===== config.mk =====
export PLATFORM = sky130hd
export DESIGN_NAME = bsg_wb_burst_arbiter_flat
export DESIGN_NICKNAME = d
export VERILOG_FILES = /design/src/rtl/bsg_wb_burst_arbiter_if.sv /design/src/rtl/bsg_wb_burst_arbiter.sv /design/src/flat_wrapper.sv
export SDC_FILE = /design/constraint.sdc
export NUM_CORES = 1
export LEC_CHECK = 0
export ABC_CLOCK_PERIOD_IN_PS = 4400
export CORE_AREA = 4 4 180 182
export DETAILED_ROUTE_END_ITERATION = 7
export DIE_AREA = 0 0 184 186
export GPL_TIMING_DRIVEN = 0
export HOLD_SLACK_MARGIN = 0.03
export PLACE_DENSITY_LB_ADDON = 0.1
export SETUP_SLACK_MARGIN = 0.15
export SLEW_MARGIN = 20
export SYNTH_ARGS = -nofsm -noshare
export SYNTH_HDL_FRONTEND = slang
export SYNTH_SLANG_ARGS = --single-unit

===== constraint.sdc =====
create_clock -name clk_i -period 4.4 [get_ports clk_i]
set_clock_uncertainty 0.05 [all_clocks]
set_input_delay 1.1 -clock clk_i [delete_from_list [all_inputs] [get_ports clk_i]]
set_output_delay 1.1 -clock clk_i [all_outputs]
set_load 0.1 [all_outputs]

===== src/rtl/bsg_wb_burst_arbiter_if.sv =====
// Shared Wishbone bus bundle: N master request ports plus the single downstream slave port.
// "slave" is the arbiter's view; "master" is the view of whatever drives the masters and the slave.
interface bsg_wb_burst_arbiter_if #(
  parameter int num_masters_p = 2,
  parameter int addr_width_p  = 32,
  parameter int data_width_p  = 64
);
  localparam int sel_width_lp = data_width_p / 8;

  logic [num_masters_p-1:0]              m_cyc_i;
  logic [num_masters_p-1:0]              m_stb_i;
  logic [num_masters_p-1:0]              m_we_i;
  logic [num_masters_p*addr_width_p-1:0] m_adr_i;
  logic [num_masters_p*data_width_p-1:0] m_dat_i;
  logic [num_masters_p*sel_width_lp-1:0] m_sel_i;
  logic [num_masters_p*3-1:0]            m_cti_i;
  logic [num_masters_p*2-1:0]            m_bte_i;
  logic [num_masters_p-1:0]              m_ack_o;
  logic [data_width_p-1:0]               m_dat_o;

  logic                    s_cyc_o;
  logic                    s_stb_o;
  logic                    s_we_o;
  logic [addr_width_p-1:0] s_adr_o;
  logic [data_width_p-1:0] s_dat_o;
  logic [sel_width_lp-1:0] s_sel_o;
  logic [2:0]              s_cti_o;
  logic [1:0]              s_bte_o;
  logic                    s_ack_i;
  logic [data_width_p-1:0] s_dat_i;

  modport slave (
    input  m_cyc_i, m_stb_i, m_we_i, m_adr_i, m_dat_i, m_sel_i, m_cti_i, m_bte_i,
    input  s_ack_i, s_dat_i,
    output m_ack_o, m_dat_o,
    output s_cyc_o, s_stb_o, s_we_o, s_adr_o, s_dat_o, s_sel_o, s_cti_o, s_bte_o
  );

  modport master (
    output m_cyc_i, m_stb_i, m_we_i, m_adr_i, m_dat_i, m_sel_i, m_cti_i, m_bte_i,
    output s_ack_i, s_dat_i,
    input  m_ack_o, m_dat_o,
    input  s_cyc_o, s_stb_o, s_we_o, s_adr_o, s_dat_o, s_sel_o, s_cti_o, s_bte_o
  );
endinterface


===== src/rtl/bsg_wb_burst_arbiter.sv =====
// Burst-aware round-robin Wishbone arbiter; grant held for the grantee's whole cyc (optional BSG_WB_ARB_PROTOCOL_CHECK_EN).
// Grant registers one cycle after request, slave port muxed combinationally; losing masters simply wait with cyc high.
module bsg_wb_burst_arbiter #(
  parameter int num_masters_p = 2,
  parameter int addr_width_p  = 32,
  parameter int data_width_p  = 64
) (
  input  logic                             clk_i,
  input  logic                             reset_n_i,
  bsg_wb_burst_arbiter_if.slave            bus,
  output logic [num_masters_p-1:0]         grant_o,
  output logic                             proto_err_o,
  output logic [$clog2(num_masters_p)-1:0] proto_err_id_o
);
  localparam int id_w_lp  = $clog2(num_masters_p);
  localparam int sel_w_lp = data_width_p / 8;

  typedef enum logic [1:0] {IDLE, OWN, BURST} state_e;

  state_e                   state_q, state_d;
  logic [num_masters_p-1:0] grant_q, grant_d;
  logic [id_w_lp-1:0]       ptr_q, ptr_d;
  logic [4:0]               cnt_q, cnt_d;

  logic [id_w_lp-1:0]      g_idx, win;
  logic                    found, owned, ack_beat, burst_cti;
  logic                    g_cyc, g_stb, g_we;
  logic [addr_width_p-1:0] g_adr;
  logic [data_width_p-1:0] g_dat;
  logic [sel_w_lp-1:0]     g_sel;
  logic [2:0]              g_cti;
  logic [1:0]              g_bte;

  always_ff @(posedge clk_i or negedge reset_n_i) begin
    if (!reset_n_i) begin
      state_q <= IDLE;
      grant_q <= '0;
      ptr_q   <= id_w_lp'(num_masters_p - 1);
      cnt_q   <= '0;
    end else begin
      state_q <= state_d;
      grant_q <= grant_d;
      ptr_q   <= ptr_d;
      cnt_q   <= cnt_d;
    end
  end

  // Grantee mux: everything on the slave port is zero while nobody holds the grant.
  always_comb begin
    g_idx = '0;
    for (int i = 0; i < num_masters_p; i++)
      if (grant_q[i]) g_idx = id_w_lp'(i);
    owned     = |grant_q;
    g_cyc     = owned & bus.m_cyc_i[g_idx];
    g_stb     = owned & bus.m_stb_i[g_idx];
    g_we      = owned & bus.m_we_i[g_idx];
    g_adr     = owned ? bus.m_adr_i[g_idx*addr_width_p +: addr_width_p] : '0;
    g_dat     = owned ? bus.m_dat_i[g_idx*data_width_p +: data_width_p] : '0;
    g_sel     = owned ? bus.m_sel_i[g_idx*sel_w_lp +: sel_w_lp] : '0;
    g_cti     = owned ? bus.m_cti_i[g_idx*3 +: 3] : '0;
    g_bte     = owned ? bus.m_bte_i[g_idx*2 +: 2] : '0;
    ack_beat  = bus.s_ack_i & g_stb;
    burst_cti = (g_cti == 3'b001) || (g_cti == 3'b010);
  end

  always_comb begin
    state_d = state_q;
    grant_d = grant_q;
    ptr_d   = ptr_q;
    cnt_d   = cnt_q;
    found   = 1'b0;
    win     = '0;
    // Search starts one past the last winner so every requester gets a turn.
    for (int k = 1; k <= num_masters_p; k++) begin
      if (!found && bus.m_cyc_i[id_w_lp'((int'(ptr_q) + k) % num_masters_p)]) begin
        found = 1'b1;
        win   = id_w_lp'((int'(ptr_q) + k) % num_masters_p);
      end
    end
    case (state_q)
      IDLE: begin
        if (found) begin
          grant_d = {{(num_masters_p-1){1'b0}}, 1'b1} << win;
          ptr_d   = win;
          state_d = OWN;
        end
      end
      OWN: begin
        if (!g_cyc) begin
          state_d = IDLE;
          grant_d = '0;
          cnt_d   = '0;
        end else if (ack_beat && burst_cti) begin
          state_d = BURST;
          cnt_d   = 5'd1;
        end
      end
      BURST: begin
        if (!g_cyc) begin
          state_d = IDLE;
          grant_d = '0;
          cnt_d   = '0;
        end else if (ack_beat) begin
          if (g_cti == 3'b111) begin
            state_d = OWN;
            cnt_d   = '0;
          end else if (cnt_q != 5'd31) begin
            cnt_d = cnt_q + 5'd1;
          end
        end
      end
      default: begin
        state_d = IDLE;
        grant_d = '0;
        cnt_d   = '0;
      end
    endcase
  end

  assign bus.s_cyc_o = g_cyc;
  assign bus.s_stb_o = g_stb;
  assign bus.s_we_o  = g_we;
  assign bus.s_adr_o = g_adr;
  assign bus.s_dat_o = g_dat;
  assign bus.s_sel_o = g_sel;
  assign bus.s_cti_o = g_cti;
  assign bus.s_bte_o = g_bte;
  assign bus.m_ack_o = {num_masters_p{bus.s_ack_i}} & grant_q;
  assign bus.m_dat_o = bus.s_dat_i;
  assign grant_o     = grant_q;

`ifdef BSG_WB_ARB_PROTOCOL_CHECK_EN
  logic [2:0]         bcti_q, bcti_d;
  logic [1:0]         bbte_q, bbte_d;
  logic               err_q, err_d, err_hit;
  logic [id_w_lp-1:0] err_id_q, err_id_d;
  logic [4:0]         wrap_lim;

  always_ff @(posedge clk_i or negedge reset_n_i) begin
    if (!reset_n_i) begin
      bcti_q   <= '0;
      bbte_q   <= '0;
      err_q    <= 1'b0;
      err_id_q <= '0;
    end else begin
      bcti_q   <= bcti_d;
      bbte_q   <= bbte_d;
      err_q    <= err_d;
      err_id_q <= err_id_d;
    end
  end

  // Burst type is captured on the opening beat and every later beat is held against it.
  always_comb begin
    bcti_d  = bcti_q;
    bbte_d  = bbte_q;
    err_hit = 1'b0;
    case (bbte_q)
      2'b01:   wrap_lim = 5'd4;
      2'b10:   wrap_lim = 5'd8;
      2'b11:   wrap_lim = 5'd16;
      default: wrap_lim = 5'd0;
    endcase
    if (state_q == OWN && g_cyc && ack_beat && burst_cti) begin
      bcti_d = g_cti;
      bbte_d = g_bte;
    end
    if (state_q == BURST) begin
      if (!g_cyc) begin
        err_hit = 1'b1;
      end else begin
        if (g_bte != bbte_q) err_hit = 1'b1;
        if (g_cti != bcti_q && g_cti != 3'b111) err_hit = 1'b1;
        if (ack_beat && g_cti != 3'b111 && wrap_lim != 5'd0 && cnt_q >= wrap_lim) err_hit = 1'b1;
      end
    end
    err_d    = err_q | err_hit;
    err_id_d = (err_hit && !err_q) ? g_idx : err_id_q;
  end

  assign proto_err_o    = err_q;
  assign proto_err_id_o = err_id_q;
`else
  assign proto_err_o    = 1'b0;
  assign proto_err_id_o = '0;
`endif
endmodule

===== src/flat_wrapper.sv =====
// flat-port wrapper written by rule: the top's interface ports become plain ports
module bsg_wb_burst_arbiter_flat 
#(
  parameter int num_masters_p = 2,
  parameter int addr_width_p  = 32,
  parameter int data_width_p  = 64
)
  (clk_i, reset_n_i, grant_o, proto_err_o, proto_err_id_o, bus_m_cyc_i, bus_m_stb_i, bus_m_we_i, bus_m_adr_i, bus_m_dat_i, bus_m_sel_i, bus_m_cti_i, bus_m_bte_i, bus_s_ack_i, bus_s_dat_i, bus_m_ack_o, bus_m_dat_o, bus_s_cyc_o, bus_s_stb_o, bus_s_we_o, bus_s_adr_o, bus_s_dat_o, bus_s_sel_o, bus_s_cti_o, bus_s_bte_o);
  bsg_wb_burst_arbiter_if #(.num_masters_p(num_masters_p), .addr_width_p(addr_width_p), .data_width_p(data_width_p)) bus_i ();
  input  logic clk_i;
  input  logic reset_n_i;
  output logic [num_masters_p-1:0] grant_o;
  output logic proto_err_o;
  output logic [$clog2(num_masters_p)-1:0] proto_err_id_o;
  input wire logic [$bits(bus_i.m_cyc_i)-1:0] bus_m_cyc_i;
  input wire logic [$bits(bus_i.m_stb_i)-1:0] bus_m_stb_i;
  input wire logic [$bits(bus_i.m_we_i)-1:0] bus_m_we_i;
  input wire logic [$bits(bus_i.m_adr_i)-1:0] bus_m_adr_i;
  input wire logic [$bits(bus_i.m_dat_i)-1:0] bus_m_dat_i;
  input wire logic [$bits(bus_i.m_sel_i)-1:0] bus_m_sel_i;
  input wire logic [$bits(bus_i.m_cti_i)-1:0] bus_m_cti_i;
  input wire logic [$bits(bus_i.m_bte_i)-1:0] bus_m_bte_i;
  input wire logic [$bits(bus_i.s_ack_i)-1:0] bus_s_ack_i;
  input wire logic [$bits(bus_i.s_dat_i)-1:0] bus_s_dat_i;
  output wire logic [$bits(bus_i.m_ack_o)-1:0] bus_m_ack_o;
  output wire logic [$bits(bus_i.m_dat_o)-1:0] bus_m_dat_o;
  output wire logic [$bits(bus_i.s_cyc_o)-1:0] bus_s_cyc_o;
  output wire logic [$bits(bus_i.s_stb_o)-1:0] bus_s_stb_o;
  output wire logic [$bits(bus_i.s_we_o)-1:0] bus_s_we_o;
  output wire logic [$bits(bus_i.s_adr_o)-1:0] bus_s_adr_o;
  output wire logic [$bits(bus_i.s_dat_o)-1:0] bus_s_dat_o;
  output wire logic [$bits(bus_i.s_sel_o)-1:0] bus_s_sel_o;
  output wire logic [$bits(bus_i.s_cti_o)-1:0] bus_s_cti_o;
  output wire logic [$bits(bus_i.s_bte_o)-1:0] bus_s_bte_o;
  assign bus_i.m_cyc_i = bus_m_cyc_i;
  assign bus_i.m_stb_i = bus_m_stb_i;
  assign bus_i.m_we_i = bus_m_we_i;
  assign bus_i.m_adr_i = bus_m_adr_i;
  assign bus_i.m_dat_i = bus_m_dat_i;
  assign bus_i.m_sel_i = bus_m_sel_i;
  assign bus_i.m_cti_i = bus_m_cti_i;
  assign bus_i.m_bte_i = bus_m_bte_i;
  assign bus_i.s_ack_i = bus_s_ack_i;
  assign bus_i.s_dat_i = bus_s_dat_i;
  assign bus_m_ack_o = bus_i.m_ack_o;
  assign bus_m_dat_o = bus_i.m_dat_o;
  assign bus_s_cyc_o = bus_i.s_cyc_o;
  assign bus_s_stb_o = bus_i.s_stb_o;
  assign bus_s_we_o = bus_i.s_we_o;
  assign bus_s_adr_o = bus_i.s_adr_o;
  assign bus_s_dat_o = bus_i.s_dat_o;
  assign bus_s_sel_o = bus_i.s_sel_o;
  assign bus_s_cti_o = bus_i.s_cti_o;
  assign bus_s_bte_o = bus_i.s_bte_o;
  bsg_wb_burst_arbiter #(.num_masters_p(num_masters_p), .addr_width_p(addr_width_p), .data_width_p(data_width_p)) u_core (.clk_i(clk_i), .reset_n_i(reset_n_i), .bus(bus_i), .grant_o(grant_o), .proto_err_o(proto_err_o), .proto_err_id_o(proto_err_id_o));
endmodule

---- Word-level counts from Yosys, hierarchy flattened ----
Index checks and enable logic that the tools add are counted.
word-level totals
  bits in registers ....................... 5
  bits of input ports ..................... 291
  output and inout bits ................... 182
  logic and storage cells ................. 70
operators by class
  add/subtract/negate cells ............... 2
  multipliers ............................. 1
  magnitude comparators ................... 3
  eq/ne operators ......................... 10
  shift operators ......................... 6
  muxes and demuxes ....................... 30
  bitwise gates (word level) .............. 5
  reduce and logical (&&, ||, !) cells .... 10
operators by type and width
  kind                                                                    number
  128-bit by 8-bit indexed part select with 64-bit output                 1
  64-bit two-way mux                                                      1
  64-bit by 7-bit indexed part select with 32-bit output                  1
  32-bit two-way mux                                                      1
  2-bit two-way mux                                                       9
  16-bit by 5-bit indexed part select with 8-bit output                   1
  1-bit two-way mux                                                       15
  3-bit by 2-bit != test with 1-bit output (second input constant)        3
  8-bit two-way mux                                                       1
  1-bit by 3-bit < comparator with 1-bit output (second input constant)   2
  2-bit one-hot mux with 3 select lines                                   1
  6-bit by 4-bit indexed part select with 3-bit output                    1
  1-bit AND                                                               4
  2-bit one-hot mux with 2 select lines                                   1
  2-bit AND reduction                                                     2
  4-bit AND reduction                                                     1
  2-bit OR reduction                                                      2
  4-bit by 3-bit indexed part select with 2-bit output                    1
  3-bit by 1-bit equality test with 1-bit output (second input constant)  1
  3-bit by 2-bit equality test with 1-bit output (second input constant)  1
  3-bit equality test (second input constant)                             1
  1-bit by 2-bit multiplier with 3-bit output (second input constant)     1
  3-bit two-way mux                                                       1
  1-bit adder (second input constant)                                     2
  other kinds (11)                                                        12

---- Depth between registers and ports, before layout ----
Gate-level depths: netlist of run 1.
  depth after elaboration ................. 11
  depth in mapped cells ................... 7
  depth with buffers taken out ............ 7

---- Worst setup path before layout of run 1 ----
Ideal clock, no wire load.
  path type ............................... reg2out
  start ................................... reg u_core.grant_q[0], in the netlist u_core.grant_o[0]
  end ..................................... out bus_s_adr_o[0]
  arrival ................................. 3997 ps
  required time ........................... 3250 ps
  setup slack ............................. -747 ps
  stages on the path, launching flop included .. 6
  buffers on the path ..................... 3
  path through ............................ dfrtp_1 -> buf_2 -> buf_1 -> clkbuf_1 -> nand2_1 -> o21ai_0
on the way
  longest elaborated chain between the ends .. 2
RTL lines
  element                 RTL line                    source
  start, declared         bsg_wb_burst_arbiter.sv:21  logic [num_masters_p-1:0] grant_q, grant_d;
  start signal, assigned  bsg_wb_burst_arbiter.sv:42  grant_q <= grant_d;
  2-bit OR reduction      bsg_wb_burst_arbiter.sv:53  owned = |grant_q;
  32-bit two-way mux      bsg_wb_burst_arbiter.sv:57  g_adr = owned ? bus.m_adr_i[g_idx*addr_width_p +: addr_width_p] : '0;
  end, declared           flat_wrapper.sv:30          output wire logic [$bits(bus_i.s_adr_o)-1:0] bus_s_adr_o;
Every way passes these cells.

---- Final worst setup path of run 1 ----
  start ................................... in bus_m_cti_i[1]
  end ..................................... out bus_s_cti_o[1]
on the way
  longest elaborated chain between the ends .. 2
RTL lines
  element                                               RTL line                    source
  start, declared                                       flat_wrapper.sv:21          input wire logic [$bits(bus_i.m_cti_i)-1:0] bus_m_cti_i;
  6-bit by 4-bit indexed part select with 3-bit output  bsg_wb_burst_arbiter.sv:60  g_cti = owned ? bus.m_cti_i[g_idx*3 +: 3] : '0;
  3-bit two-way mux                                     bsg_wb_burst_arbiter.sv:60
  end, declared                                         flat_wrapper.sv:33          output wire logic [$bits(bus_i.s_cti_o)-1:0] bus_s_cti_o;
Every way passes these cells.

==> results of run 1 <==
-- Yosys cell counts (2+ instances only) --
cell	instances	share of area [%]
xor2_1	2	0.71
buf_2	5	1.0
buf_6	2	0.91
inv_1	5	0.76
and2_1	3	0.76
dfrtp_1	4	4.1
o22ai_1	2	0.51
clkbuf_1	25	3.8
buf_1	7	1.1
nand3_1	2	0.41
nand3b_1	2	0.61
nand2_1	212	32
ha_1	4	2.0
buf_4	67	20
o21ai_0	105	21
a22o_1	10	3.6
-- logic make-up (layout without fill, tap and decap cells) --
kind of cell    after synthesis  in the layout  synth area share, %
compound gates              123            123                 27.5
xor+xnor                      3              3                 1.07
fa+ha+maj                     4              4                 2.03
buf+inv                     111            520                 28.0
flops                         5              5                 5.13
mux                           2              2                0.863
other cells                   1              3                0.152
simple gates                223            223                 35.3
-- report_power, final --
| part | internal, mW | switching, mW | total (mW) |
|---|---|---|---|
| Clock | 0.120 | 0.0280 | 0.148 |
| Combinational | 1.10 | 4.07 | 5.17 |
| Sequential | 0.0713 | 0.0201 | 0.0914 |
-- flip-flops by register name, indices dropped and copies added, names as in the netlist --
name / cells
u_core.ptr_q: 1
u_core.state_q: 2
u_core.grant_o: 2
-- metrics by stage --
step / cell area (µm²) / hold slack, ns / TNS, ns / util (%)
after floorplan: 2610 / 0.423 / 0 / -
after detailed placement: 7160 / 0.446 / -35.34 / 23.4
after CTS: 7280 / 0.451 / 0 / 23.8
after global routing: 7290 / 0.469 / 0 / 23.8
final: 7290 / 0.449 / 0 / 23.8
after global placement: 7160 / 0.440 / -30.98 / 23.4
-- worst max path at each step --
stage                            from              end  slack (ns)  cells after the start
global route        u_core.grant_o[1]   bus_s_sel_o[5]        0.15                      6
CTS                 u_core.grant_o[0]  bus_s_adr_o[24]        0.14                      6
global placement    u_core.grant_o[1]  bus_s_adr_o[24]       -0.63                      7
detailed placement  u_core.grant_o[1]  bus_s_adr_o[24]       -0.66                      7
finish                 bus_m_cti_i[1]   bus_s_cti_o[1]        0.21                      4
floorplan           u_core.grant_o[0]   bus_s_adr_o[0]       0.005                      5
-- what timing repair did --
action / in CTS / in global routing
gates resized for setup: 188 / 5
hold buffers: 0 / 0
setup buffers: 0 / 0
endpoints found under the setup margin: 110 / 5
-- placed cells by master (no fill, tap or decap), types with 2 or more instances in the layout --
cell,count
clkdlybuf4s50_1,323
nand2_1,212
o21ai_1,68
buf_4,67
clkdlybuf4s15_2,52
o21ai_2,37
dlygate4sd2_1,26
clkbuf_1,22
a22o_1,10
buf_1,6
buf_2,5
inv_1,5
clkbuf_2,4
ha_1,4
dfrtp_1,4
and2_1,3
clkbuf_16,3
dlymetal6s2s_1,3
buf_6,2
xor2_1,2
nand3b_1,2
nand3_1,2
o22ai_1,2
conb_1,2
clkdlybuf4s15_1,2
-- routing by layer --
layer,track usage [%],part of all wire [%],up-vias
met5,0,0,-
met4,0.858,0.13,0
met3,3.40,11,2
met2,21.4,54,281
met1,10.6,34,1933
li1,-,-,2284
-- area by class of cell --
cell class / count / area share (%)
repair buffers: 405 / 56.2
multi-input cells: 357 / 24.6
plain buffers: 106 / 9.37
well taps: 396 / 6.80
flip-flops and latches: 5 / 1.73
clock buffers: 4 / 1.08
inverters: 5 / 0.258
diodes: 1 / 0.0343
==> impl_metrics.yaml, run 1 <==
global_route:
  grt.total_usage_pct: 10.4
  grt_pass1_wl_um: 27700
  grt_max_degree: 11
  antenna_found_initial: 1
  grt_pass1_vias: 4608
  grt_overflow: 0
detailed_routing:
  via_count: 4500
  first_pass_iters: 4
  antenna_left: 0
  drc_errors: 0
  wl_per_cell_um: 16.1
  drtIter0Drc: 79
  viasPerCell: 3.52
  wl_um: 20600
worst_hold_path:
  whs_endpoint: "u_core.ptr_q"
  whs_path_depth: 1
  min_from: "u_core.ptr_q"
  min_path_type: "register to register"
final_layout:
  fin_cells: 1279
  fillers: 3492
  multi_input_area_mm2: 0.00179
  syn2layout_area_growth_pct: 196
  nNetsFinal: 1178
  drive_gt1_share_pct: 19.7
  seq_area_um2: 126
sta:
  fmax_mhz: 239
  max_slew_margin_pct: 31.7
  setup_violations: 0
  grt_setup_unrepaired: "no"
  hold_violations: 0
  drv_slew: 0
  fin_ws_ns: 0.212
  period_needed_ns: 4.19
  fin_crit_sh_pct: 95.2
  tightestPinTransition_ns: 1.02
power:
  vdd_drop_max_mv: 0.365
  leakage_nw: 2.85
  p_per_area_mw_per_mm2: 742
  power_mw: 5.41
critical_path:
  cp.arrival_ns: 3.04
  slowest_stage: "clkdlybuf4s50_1"
  timing.rr.start: "u_core.grant_o[0]"
  rr_worst_depth: 6
  timing.critical_path.to_type: "primary output"
  worstSetupPathType: "primary input to primary output"
  critPathTopFamily: "buffers and inverters"
  r2r_setup_slack_ns: 2.43
  crit_buf_inv: 2
  cp.required_ns: 3.25
  start_kind: "primary input"
  r2r-end: "u_core.state_q[0]"
  cpPeakStageDelay_ns: 1.19
  cp_common_cell: "clkdlybuf4s50_1"
  cp_cell_sequence: "clkdlybuf4s50_1, nand2_1, o21ai_1, clkdlybuf4s50_1"
  path_max_fanout: 2
cts:
  clkSlewWorstSetupHoldPaths_ns: 0.03
  cts_buffers: 3
  cts_buffer_depth: 2
  clkSinkCount: 5
  insertion_delay_ns: 0.23
  cts_tree: "done"
  cts_htree_levels: 1
  clockRootBuffer: "clkbuf_16"
placement:
  post-place-cells: 1274
  routabilityCongestion: 0.699
  dp_hpwl_um: 18000
  post-place-ws_ns: -0.664
  port_buffers: 405
logic_synthesis:
  netlist_area_mm2: 0.00246
  ys.flop_type: "dfrtp_1"
  async_reset_ff_share_pct: 100
  synth-edff-count: 0
  synth_cells: 472
  synth_cell_types: 31
  synth-seq-cells: 5
  synth.avg_cell_area_um2: 5.22
  yosysWarnings: 0
  synth-seq-area-share_pct: 5.13
die:
  io_pins: 473
  die_w_um: 184
  die_area_mm2: 0.0342
  rows: 64
  core_area_mm2: 0.0306
  initial_core_util_pct: 8.05
  die_h_um: 186
run_status:
  status: "completed"
job:
  cap_viol_max_count: 0
Power figures use the tool's default switching activity.
==> inputs of run 2 (changes only) <==
==> constraint.sdc (replaced) <==
create_clock -name clk_i -period 4.4 [get_ports clk_i]
set_clock_uncertainty 0.05 [all_clocks]
set_input_delay 1.1 -clock clk_i [delete_from_list [all_inputs] [get_ports clk_i]]
set_output_delay 1.1 -clock clk_i [all_outputs]
set_load 0.02 [all_outputs]
==> run 2 against run 1 <==
Compared with the run above: design area shrank 2.6%; cell count about the same; first-iteration DRC count up 71%; register-to-register slack got worse by 0.07 ns; count of clock-buffer cells in the layout unchanged; sequential share of layout area hardly changed; utilization is 0.63 points lower; critical path type is now register to primary output; largest cell class unchanged; largest power group unchanged.
==> impl_metrics.yaml, run 2 (synthesis gave the netlist of run 1 again) <==
final_layout:
  syn2layout_area_growth_pct: 188
  nNetsFinal: 1177
  layout_common_cells: "clkdlybuf4s50_1 (405), nand2_1 (212), o21ai_0 (105), buf_4 (67), clkbuf_1 (24)"
  drive_gt1_share_pct: 9.42
  fillers: 3472
  final_common_cell: "clkdlybuf4s50_1"
  final_cell_area_mm2: 0.00710
placement:
  routabilityCongestion: 0.768
  placed_area_mm2: 0.00702
  dp_hpwl_um: 18100
  port_buffers: 405
die:
  initial_core_util_pct: 8.05
  die_h_um: 186
  core_area_mm2: 0.0306
  die_area_mm2: 0.0342
  die_w_um: 184
  io_pins: 473
  rows: 64
detailed_routing:
  first_pass_iters: 4
  drtIter0Drc: 135
  viasPerCell: 3.53
  antenna_left: 0
  drc_errors: 0
  wl_um: 20900
  via_count: 4507
  wl_per_cell_um: 16.3
cts:
  cts_htree_levels: 1
  cts_buffer_depth: 2
  cts_setup_buffers: 0
  clkSinkCount: 5
  cts_tree: "done"
  clkSlewWorstSetupHoldPaths_ns: 0.03
  cts_hold_buf: 0
  cts_resized: 2
  cts_buffers: 3
  insertion_delay_ns: 0.22
  clockRootBuffer: "clkbuf_16"
global_route:
  grt_pass1_wl_um: 28700
  grt_max_degree: 19
  grt.total_usage_pct: 10.8
  grt_pass1_vias: 4745
  grt_overflow: 0
  antenna_found_initial: 0
sta:
  period_needed_ns: 4.07
  fin_crit_sh_pct: 92.4
  grt_setup_unrepaired: "no"
  drv_slew: 0
  hold_violations: 0
  fmax_mhz: 246
  tightestPinTransition_ns: 0.679
  max_slew_margin_pct: 54.8
  setup_violations: 0
power:
  leakage_nw: 2.57
  p_int_mw: 1.36
  power.share.clock_pct: 5.1
  power_frac_comb_pct: 91.6
  vdd_drop_max_mv: 0.154
  switchingPower_mw: 1.50
  p_seq_share_pct: 3.2
  p_per_area_mw_per_mm2: 403
  swShare_pct: 52.6
  power_mw: 2.86
critical_path:
  start_kind: "register"
  worstSetupPathType: "register to primary output"
  path_max_fanout: 10
  cp.arrival_ns: 2.92
  timing.rr.start: "u_core.grant_o[1]"
  cp-startpoint: "u_core.grant_o[0]"
  timing.critical_path.to_type: "primary output"
  cp.required_ns: 3.25
run_status:
  status: "completed"
worst_hold_path:
  min_path_type: "register to register"
  min_from: "u_core.ptr_q"
job:
  cap_viol_max_count: 0
run 2: cell count changes in the layout (fill, tap and decap cells not counted), sizes merged:
| cell | before | now |
|---|---|---|
| clkbuf | 29 | 28 |
| clkdlybuf4s15 | 54 | 0 |
| buf | 80 | 81 |
| dlymetal6s2s | 3 | 0 |
| clkdlybuf4s50 | 323 | 405 |
| dlygate4sd2 | 26 | 0 |
run 2: per-layer routing:
layer	GRT usage, %	up-vias	part of all wire, %
met4	0.917	0	1.0
met2	20.8	279	52
met3	3.58	8	11
li1	-	2275	-
met5	0	-	0
met1	11.9	1945	36
run 2: worst max-delay path, stage by stage, from the launching register on:
cell and delay (ns):
dfrtp_1 0.41, buf_2 0.32, buf_2 0.35, clkbuf_1 0.46, nand2_1 0.09, o21ai_0 0.35
clkdlybuf4s50_1 0.69
run 2: final cells by class:
type,count,area [µm²],share of cell area [%]
Tap cell,396,495,6.98
Clock buffer,4,78.8,1.11
Timing Repair Buffer,405,4050,57.1
Multi-Input combinational cell,357,1650,23.3
Inverter,5,18.8,0.264
Sequential cell,5,126,1.78
Antenna cell,1,2.50,0.0353
Buffer,105,669,9.43
run 2: per-stage QoR:
step / setup TNS (ns) / hold slack, ns / worst slack, ns / util [%] / instances
floorplan: 0 / 0.423 / 1.45 / - / 473
global placement: -3.34 / 0.446 / -0.203 / 22.9 / 1274
detailed placement: -6.65 / 0.449 / -0.265 / 22.9 / 1274
CTS: 0 / 0.457 / 0.216 / 23.2 / 1277
global route: 0 / 0.471 / 0.188 / 23.2 / 1277
finish: 0 / 0.449 / 0.334 / 23.2 / 1278
run 2: path summary, 6_finish.rpt:
path,endpoint,slack (ns),cells after the start
setup / recovery,bus_s_adr_o[26],0.33,6
hold reg to reg,u_core.ptr_q,0.45,1
max in group asynchronous,u_core.ptr_q,2.99,1
min in group asynchronous,u_core.grant_o[0],1.05,1
setup reg to reg,u_core.state_q[0],2.36,7
hold / removal,u_core.ptr_q,0.45,1
run 2: power groups by stage:
stage               Clock (mW)  Sequential (mW)  Combinational (mW)
CTS                      0.151           0.0936                2.70
global placement             0           0.0946                2.72
finish                   0.147           0.0928                2.62
detailed placement           0           0.0929                2.69
global route             0.158           0.0965                2.85
floorplan                    0           0.0920                1.27
